## src/rtl/uart_pkg.sv

```systemverilog
// Shared types and constants for the UART blocks: FSM states, 8N1 frame
// geometry and the oversampling clock divider calculation.
package uart_pkg;

  typedef enum logic [1:0] {
    IDLE,
    START,
    DATA,
    STOP
  } state_e;

  localparam int DATA_BITS = 8;
  localparam int STOP_BITS = 1;
  localparam int BIT_W     = $clog2(DATA_BITS);

  // Clocks per sample tick, floored, never below one.
  function automatic int calc_div(input int clk_hz, input int baud, input int ovs);
    int d;
    d = clk_hz / (baud * ovs);
    return (d < 1) ? 1 : d;
  endfunction

endpackage

```

## src/rtl/uart_baud_tick.sv

```systemverilog
// Oversampling tick generator: one-cycle tick every DIV clocks, phase
// restarted by clear.
module uart_baud_tick #(
  parameter int DIV = 1
) (
  input  logic iCLK,
  input  logic iRST_N,
  input  logic clear,
  output logic tick
);

  localparam int W = (DIV > 1) ? $clog2(DIV) : 1;
  localparam logic [W-1:0] RELOAD = W'(DIV - 1);

  logic [W-1:0] cnt;

  always_ff @(posedge iCLK or negedge iRST_N) begin
    if (!iRST_N) begin
      cnt <= '0;
    end else if (clear || cnt == '0) begin
      cnt <= RELOAD;
    end else begin
      cnt <= cnt - 1'b1;
    end
  end

  assign tick = (cnt == '0) && !clear;

endmodule

```

## src/rtl/uart_rx.sv

```systemverilog
// 8N1 UART receiver: synchronizes the serial line, deframes bytes at mid-bit
// and hands them to the consumer through a ready/ack handshake.
// state | meaning
// IDLE  | waiting for a high-to-low edge on rx_s
// START | counting to mid start bit; a high sample there is a glitch
// DATA  | sampling 8 data bits at mid-bit, LSB first
// STOP  | sampling stop bit; deliver byte or flag framing error
module uart_rx
  import uart_pkg::*;
#(
  parameter int CLK_HZ = 50000000,
  parameter int BAUD   = 115200,
  parameter int OVS    = 16
) (
  input  logic       iCLK,
  input  logic       iRST_N,
  input  logic       iRXD,
  input  logic       iACK,
  output logic [7:0] oDATA,
  output logic       oREADY,
  output logic       oBUSY,
  output logic       oFRAME_ERR,
  output logic       oOVERRUN
);

  localparam int DIV   = calc_div(CLK_HZ, BAUD, OVS);
  localparam int SMP_W = $clog2(OVS);
  localparam logic [SMP_W-1:0] HALF_LAST = SMP_W'(OVS / 2 - 1);
  localparam logic [SMP_W-1:0] FULL_LAST = SMP_W'(OVS - 1);
  localparam logic [BIT_W-1:0] LAST_BIT  = BIT_W'(DATA_BITS - 1);

  logic                 rx_meta, rx_s, rx_prev;
  state_e               state_q, state_d;
  logic                 tick, tick_clr;
  logic [SMP_W-1:0]     smp_cnt, smp_last;
  logic                 smp_hit;
  logic [BIT_W-1:0]     bit_idx;
  logic [DATA_BITS-1:0] shift;
  logic                 stop_ok, stop_bad;

  uart_baud_tick #(.DIV(DIV)) u_tick (
    .iCLK  (iCLK),
    .iRST_N(iRST_N),
    .clear (tick_clr),
    .tick  (tick)
  );

  always_ff @(posedge iCLK or negedge iRST_N) begin
    if (!iRST_N) begin
      rx_meta <= 1'b1;
      rx_s    <= 1'b1;
      rx_prev <= 1'b1;
    end else begin
      rx_meta <= iRXD;
      rx_s    <= rx_meta;
      rx_prev <= rx_s;
    end
  end

  assign smp_last = (state_q == START) ? HALF_LAST : FULL_LAST;
  assign smp_hit  = tick && (smp_cnt == smp_last);
  assign oBUSY    = (state_q != IDLE);

  always_ff @(posedge iCLK or negedge iRST_N) begin
    if (!iRST_N) state_q <= IDLE;
    else         state_q <= state_d;
  end

  // Start needs an actual edge, so a held-low line cannot retrigger.
  always_comb begin
    state_d  = state_q;
    tick_clr = 1'b0;
    stop_ok  = 1'b0;
    stop_bad = 1'b0;
    case (state_q)
      IDLE: begin
        if (rx_prev && !rx_s) begin
          state_d  = START;
          tick_clr = 1'b1;
        end
      end
      START: begin
        if (smp_hit) state_d = rx_s ? IDLE : DATA;
      end
      DATA: begin
        if (smp_hit && bit_idx == LAST_BIT) state_d = STOP;
      end
      STOP: begin
        if (smp_hit) begin
          state_d  = IDLE;
          stop_ok  = rx_s;
          stop_bad = !rx_s;
        end
      end
      default: state_d = IDLE;
    endcase
  end

  always_ff @(posedge iCLK or negedge iRST_N) begin
    if (!iRST_N) begin
      smp_cnt <= '0;
      bit_idx <= '0;
      shift   <= '0;
    end else begin
      if (state_q == IDLE || smp_hit) smp_cnt <= '0;
      else if (tick)                  smp_cnt <= smp_cnt + 1'b1;
      if (state_q == START) begin
        bit_idx <= '0;
      end else if (state_q == DATA && smp_hit) begin
        shift[bit_idx] <= rx_s;
        bit_idx        <= bit_idx + 1'b1;
      end
    end
  end

  // A completing byte takes priority over a same-cycle acknowledge.
  always_ff @(posedge iCLK or negedge iRST_N) begin
    if (!iRST_N) begin
      oDATA      <= '0;
      oREADY     <= 1'b0;
      oFRAME_ERR <= 1'b0;
      oOVERRUN   <= 1'b0;
    end else begin
      oFRAME_ERR <= stop_bad;
      if (stop_ok) begin
        oREADY <= 1'b1;
        if (oREADY && !iACK) begin
          oOVERRUN <= 1'b1;
        end else begin
          oDATA    <= shift;
          oOVERRUN <= 1'b0;
        end
      end else if (iACK) begin
        oREADY   <= 1'b0;
        oOVERRUN <= 1'b0;
      end
    end
  end

endmodule

```

## config.mk

```make
export PLATFORM = sky130hd
export DESIGN_NAME = uart_rx
export DESIGN_NICKNAME = d
export VERILOG_FILES = /design/src/rtl/uart_pkg.sv /design/src/rtl/uart_baud_tick.sv /design/src/rtl/uart_rx.sv
export SDC_FILE = /design/constraint.sdc
export NUM_CORES = 1
export LEC_CHECK = 0
export ABC_AREA = 1
export CAP_MARGIN = 20
export CORE_MARGIN = 3
export CORE_UTILIZATION = 45
export CTS_CLUSTER_SIZE = 16
export DETAILED_ROUTE_END_ITERATION = 10
export HOLD_SLACK_MARGIN = 0.12
export PLACE_DENSITY = 0.75
export SKIP_LAST_GASP = 1
export SLEW_MARGIN = 20
export SYNTH_ARGS = -nofsm -noshare
export SYNTH_HDL_FRONTEND = slang
export SYNTH_SLANG_ARGS = --single-unit
```

## constraint.sdc

```tcl
create_clock -name iCLK -period 1.8 [get_ports iCLK]
set_input_delay 0.27 -clock iCLK [delete_from_list [all_inputs] [get_ports iCLK]]
set_output_delay 0.27 -clock iCLK [all_outputs]
set_load 0.1 [all_outputs]
```

# Yosys cells after proc, flatten, opt, wreduce, memory -nomap -nowiden
# Cells that the tools add are included.
# word_totals
register_bits	36
inputBits	4
output_inout_bits	12
word_cells	74
# op_classes
n_addsub	3
n_lt_le_gt_ge	2
eq_ne	9
muxes	25
bitwise	2
reduce_logical	21
# op_table
cell	n
2-to-1 mux 4 bit	3
2-to-1 mux 1 bit	11
2-to-1 mux 2 bit	5
bitwise mux 8 bit	1
!= test 2 bit (second input constant)	4
case mux 2 bit (4 select lines)	1
nonzero test 2 bit	4
logical AND 1 bit	7
2-to-1 mux 3 bit	2
zero test 5 bit	1
2-to-1 mux 5 bit	1
subtractor 5 x 1 -> 5 bit (second input constant)	1
adder 4 x 1 -> 4 bit (second input constant)	1
== test 2 bit (second input constant)	2
== test 4 bit	1
< comparator 3 x 4 -> 1 bit (second input constant)	1
AND reduction 2 bit	2
AND reduction 4 bit	1
adder 3 x 1 -> 3 bit (second input constant)	1
demux 1 bit (select 3 bit)	1
== test 3 bit (second input constant)	1
>= comparator 3 x 1 -> 1 bit (second input constant)	1
zero test 1 bit	3
== test 2 x 1 -> 1 bit (second input constant)	1
3 further kinds	5

# Logic depth before layout (Yosys ltp)
# depth
depth_word	10
depth_mapped	12
mapped_depth_nobuf	11

# Modules after synthesis
# A second synthesis with hierarchy kept.
# hier_totals
cells_unflattened	191
hier_area_um2	1692.9
# by_module_without_submodules
module	instances	cells_per_inst	area_per_inst_um2	seq_area_each_um2
uart_rx	1	162	1451.4	779.5
uart_baud_tick	1	29	241.5	125.1

# Worst setup path before layout
# OpenSTA, ideal clock, no wires.
# synth_timing
path_kind	reg2reg
from	reg state_q[0]
to	reg smp_cnt[3]
setup_time_ns	0.086
arrival_time_ns	1.637
required_time_ns	1.714
slack_ns	0.076
stages_incl_launch_ff	7
path_buffers	0
period_less_slack_ns	1.724
cell_sequence	dfrtp_1 -> nor2_2 -> inv_1 -> nand2_1 -> nand2_1 -> nor2_1 -> nor3_1
# synth_between
elab_chain_len	7
word_cells_on_any_way	11
cone_classes	eq/ne (2); mux (3); reduce/logical (6)
# synth_rtl
item	line	rtl
from (decl)	uart_rx.sv:33	state_e state_q, state_d;
from (signal assigned)	uart_rx.sv:66	else state_q <= state_d;
parallel branches: the longest is 7 deep, another holds 2-to-1 mux 4 bit	n/a	
to (signal assigned)	uart_rx.sv:106	else if (tick) smp_cnt <= smp_cnt + 1'b1;
to (decl)	uart_rx.sv:35	logic [SMP_W-1:0] smp_cnt, smp_last;
# Parallel ways; which one is timed is not known.
# A chain may end at the register's enable or synchronous reset.

# Final worst setup path
# layout_timing
from	reg u_tick.cnt[0]
to	reg shift[6]
# layout_between
elab_chain_len	5
# layout_rtl
item	line	rtl
from (decl)	uart_baud_tick.sv:15	logic [W-1:0] cnt;
from (signal assigned)	uart_baud_tick.sv:23	cnt <= cnt - 1'b1;
zero test 5 bit	uart_baud_tick.sv:27	assign tick = (cnt == '0) && !clear;
logical AND 1 bit	uart_baud_tick.sv:27	
logical AND 1 bit	uart_rx.sv:61	assign smp_hit = tick && (smp_cnt == smp_last);
logical AND 1 bit	uart_rx.sv:109	end else if (state_q == DATA && smp_hit) begin
AND reduction 2 bit (no source line)	n/a	
to (signal, indexed assignment)	uart_rx.sv:110	shift[bit_idx] <= rx_s;
to (decl)	uart_rx.sv:38	logic [DATA_BITS-1:0] shift;
# Every way passes these cells.

==> results.json <==
{
  "outcome": "completed",
  "critPathLaunchType": "register",
  "worstSetupPathType": "reg2reg",
  "core_mm2": 0.00349,
  "postRouteAntennaNets": 0,
  "cts_max_path_buffers": 2,
  "dpl.hpwl_um": 2130,
  "routed_via_density": 4.69,
  "clkLatencyLatePin_ns": 0.29,
  "tightest_slew_ns": 0.450,
  "pwr_density_cell_mw_per_mm2": 1060,
  "numCtsBuffers": 5,
  "placed_area_mm2": 0.00188,
  "skew_ns": 0.00885,
  "synth_nets": 199,
  "whs_ns": 0.356,
  "io_buffer_count": 15,
  "drive_above_1_share_pct": 27.1,
  "num_vias": 1253,
  "num-fill-cells": 306,
  "hold_path.startpoint": "rx_meta$_DFF_PN1_",
  "grt_pass1_vias": 1120,
  "nets": 228,
  "critPathCapture": "shift[6]$_DFFE_PN0P_",
  "num_rows": 21,
  "leakage_uw": 0.00106,
  "final_cell_mix": "nand2_1, dfrtp_1, inv_1, buf_4, nor2_1",
  "period_needed_ns": 1.71,
  "finalMaxSlewViolations": 0,
  "synth.distinct_cells": 28,
  "synth_top_area_share_pct": 48.6,
  "floorplan.io_pins": 16,
  "finalHoldViolCount": 0,
  "wire_per_inst_um": 11.8,
  "antenna_found_initial": 0,
  "antenna_cells": 0,
  "numPlacedInstances": 252,
  "crit_start": "u_tick.cnt[0]$_DFF_PN0_",
  "ys_seq_elements": 36,
  "min_path_type": "reg2reg",
  "cap_violations": 0,
  "cts_root_buf": "clkbuf_8",
  "r2r_slack_ns": 0.09,
  "gp_congestion": 0.823,
  "clkTransAtPathRegs_ns": 0.07,
  "die_h_um": 67.4,
  "grt_max_degree": 37,
  "worstPathMaxFanout": 7,
  "r2r-start": "u_tick.cnt[0]$_DFF_PN0_",
  "yosys_warnings": 0,
  "max_freq_ghz": 0.586,
  "finalSetupViolCount": 0,
  "post-route-period-util_pct": 94.7,
  "fin_area_mm2": 0.00208,
  "grt_first_pass_wirelength_um": 5120,
  "peakVddDrop_mv": 0.603,
  "cp-end-kind": "register",
  "maxSlewHeadroom_pct": 70.0,
  "drtPass1Iterations": 4,
  "die_area_mm2": 0.00455,
  "r2r_cells": 11,
  "die_w_um": 67.4,
  "totalWireLength_um": 3150,
  "synthToLayoutAreaGrowth_pct": 22.6,
  "grt_usage_pct": 15.4,
  "rr_endpoint": "shift[6]$_DFFE_PN0P_",
  "syn_avg_cell_area_um2": 8.89,
  "synth_area_mm2": 0.00170,
  "layout_commonest_cell": "nand2_1",
  "holdBufCountCts": 0,
  "drt_iter0_markers": 106,
  "cp_data_arrival_time_ns": 1.89,
  "layout.cells.non_filler": 267,
  "synth_top_area_cell": "dfrtp_1",
  "clkSinkCount": 36,
  "grt.overflow.total": 0,
  "start_util_pct": 48.6,
  "synth_cells": 191,
  "synth_area_leaders": "dfrtp_1, nand2_1, dfstp_2, inv_1, nand2_2",
  "cts_tree": "yes",
  "drc": 0,
  "required_ns": 1.98,
  "htreeDepth": 2,
  "yosysSeqAreaShare_pct": 53.3,
  "power_uw": 2210
}
-- area by class of cell --
class	instances	area (um^2)	share of cell area, %
Multi-Input combinational cell	132	727	34.9
Inverter	22	90.1	4.33
Clock buffer	6	72.6	3.49
Clock inverter	2	35.0	1.68
Tap cell	46	57.6	2.77
Sequential cell	36	905	43.5
Timing Repair Buffer	22	189	9.08
Timing Repair inverter	1	5.00	0.241
-- layer usage --
| metal | global-route usage [%] | up-vias | wire length [um] |
|---|---|---|---|
| met5 | 0 | - | 0 |
| met4 | 7.59 | 0 | 43 |
| met3 | 4.49 | 4 | 84 |
| met2 | 21.1 | 18 | 1380 |
| met1 | 21.9 | 565 | 1650 |
| li1 | - | 666 | - |
-- timing repair --
action	CTS	global route
gates resized for setup	0	11
endpoints found under the hold margin	0	0
endpoints found under the setup margin	0	20
buffers inserted	0	5
-- report_power, final --
part           switching (uW)  leakage [uW]  total (uW)  internal, uW
Sequential                108      0.000472        1020           915
Clock                     282     0.0000552         693           411
Combinational             306      0.000529         497           190
-- worst min path at each step --
stage / cells past startpoint / slack, ns / end
after floorplan: 0 / -0.03 / asynchronous set/reset pin
after global placement: 0 / 0.35 / rx_s$_DFF_PN1_
after detailed placement: 0 / 0.35 / rx_s$_DFF_PN1_
after CTS: 0 / 0.36 / rx_s$_DFF_PN1_
after global routing: 0 / 0.36 / rx_s$_DFF_PN1_
final: 0 / 0.36 / rx_s$_DFF_PN1_
-- sequential cells by signal, indices dropped and copies added, names as in the netlist, named ones only --
| name | flops |
|---|---|
| rx_s | 1 |
| bit_idx | 3 |
| u_tick.cnt | 5 |
| smp_cnt | 4 |
| oDATA | 8 |
| shift | 8 |
| rx_meta | 1 |
| oFRAME_ERR | 1 |
| oOVERRUN | 1 |
| state_q | 1 |
| rx_prev | 1 |
| oREADY | 1 |
-- critical path, stage by stage (launching register included) --
cell	delay, ns
dfrtp_1	0.41
inv_2	0.08
ha_4	0.15
nand2_2	0.07
nor2_4	0.13
nand2_1	0.09
nor2_4	0.25
nand2_4	0.11
clkinv_4	0.09
nand2_2	0.07
nand2_1	0.08
o21ai_2	0.06
-- through the flow --
stage / setup WS [ns] / setup TNS [ns] / util (%)
after floorplan: 0.0765 / 0 / -
after global placement: 0.0956 / 0 / 53.9
after detailed placement: 0.0223 / 0 / 53.9
after CTS: 0.00853 / 0 / 57.0
after global routing: -0.0271 / -0.152 / 59.5
final: 0.0947 / 0 / 59.5
-- cell usage after synthesis --
cell / number
nor4_1: 1
xnor2_1: 1
nand2_2: 10
inv_1: 20
clkinv_2: 1
a21oi_1: 2
dfstp_2: 3
dfrtp_1: 33
a211oi_1: 1
nand4_4: 1
nand3b_1: 2
o21ai_2: 7
nor2_1: 13
nand2_1: 64
buf_8: 1
buf_2: 1
nand4_1: 3
inv_2: 1
a21boi_0: 1
ha_1: 4
nand3_1: 4
nor2_2: 2
nand3_2: 1
nor3b_1: 1
nor3_1: 2
nor2_4: 2
o21ai_0: 8
o2111ai_1: 1
-- cells by family after synthesis --
kind of cell / count (synthesis) / synth area share [%]
xor gates and xnor gates: 1 / 0.516
and+or+nand+nor: 106 / 29.2
buffers and inverters: 24 / 6.12
DFF: 36 / 53.3
adders and majority gates: 4 / 2.95
AOI/OAI and AO/OA: 20 / 7.96
No activity file was read; power rests on OpenSTA's default activity.
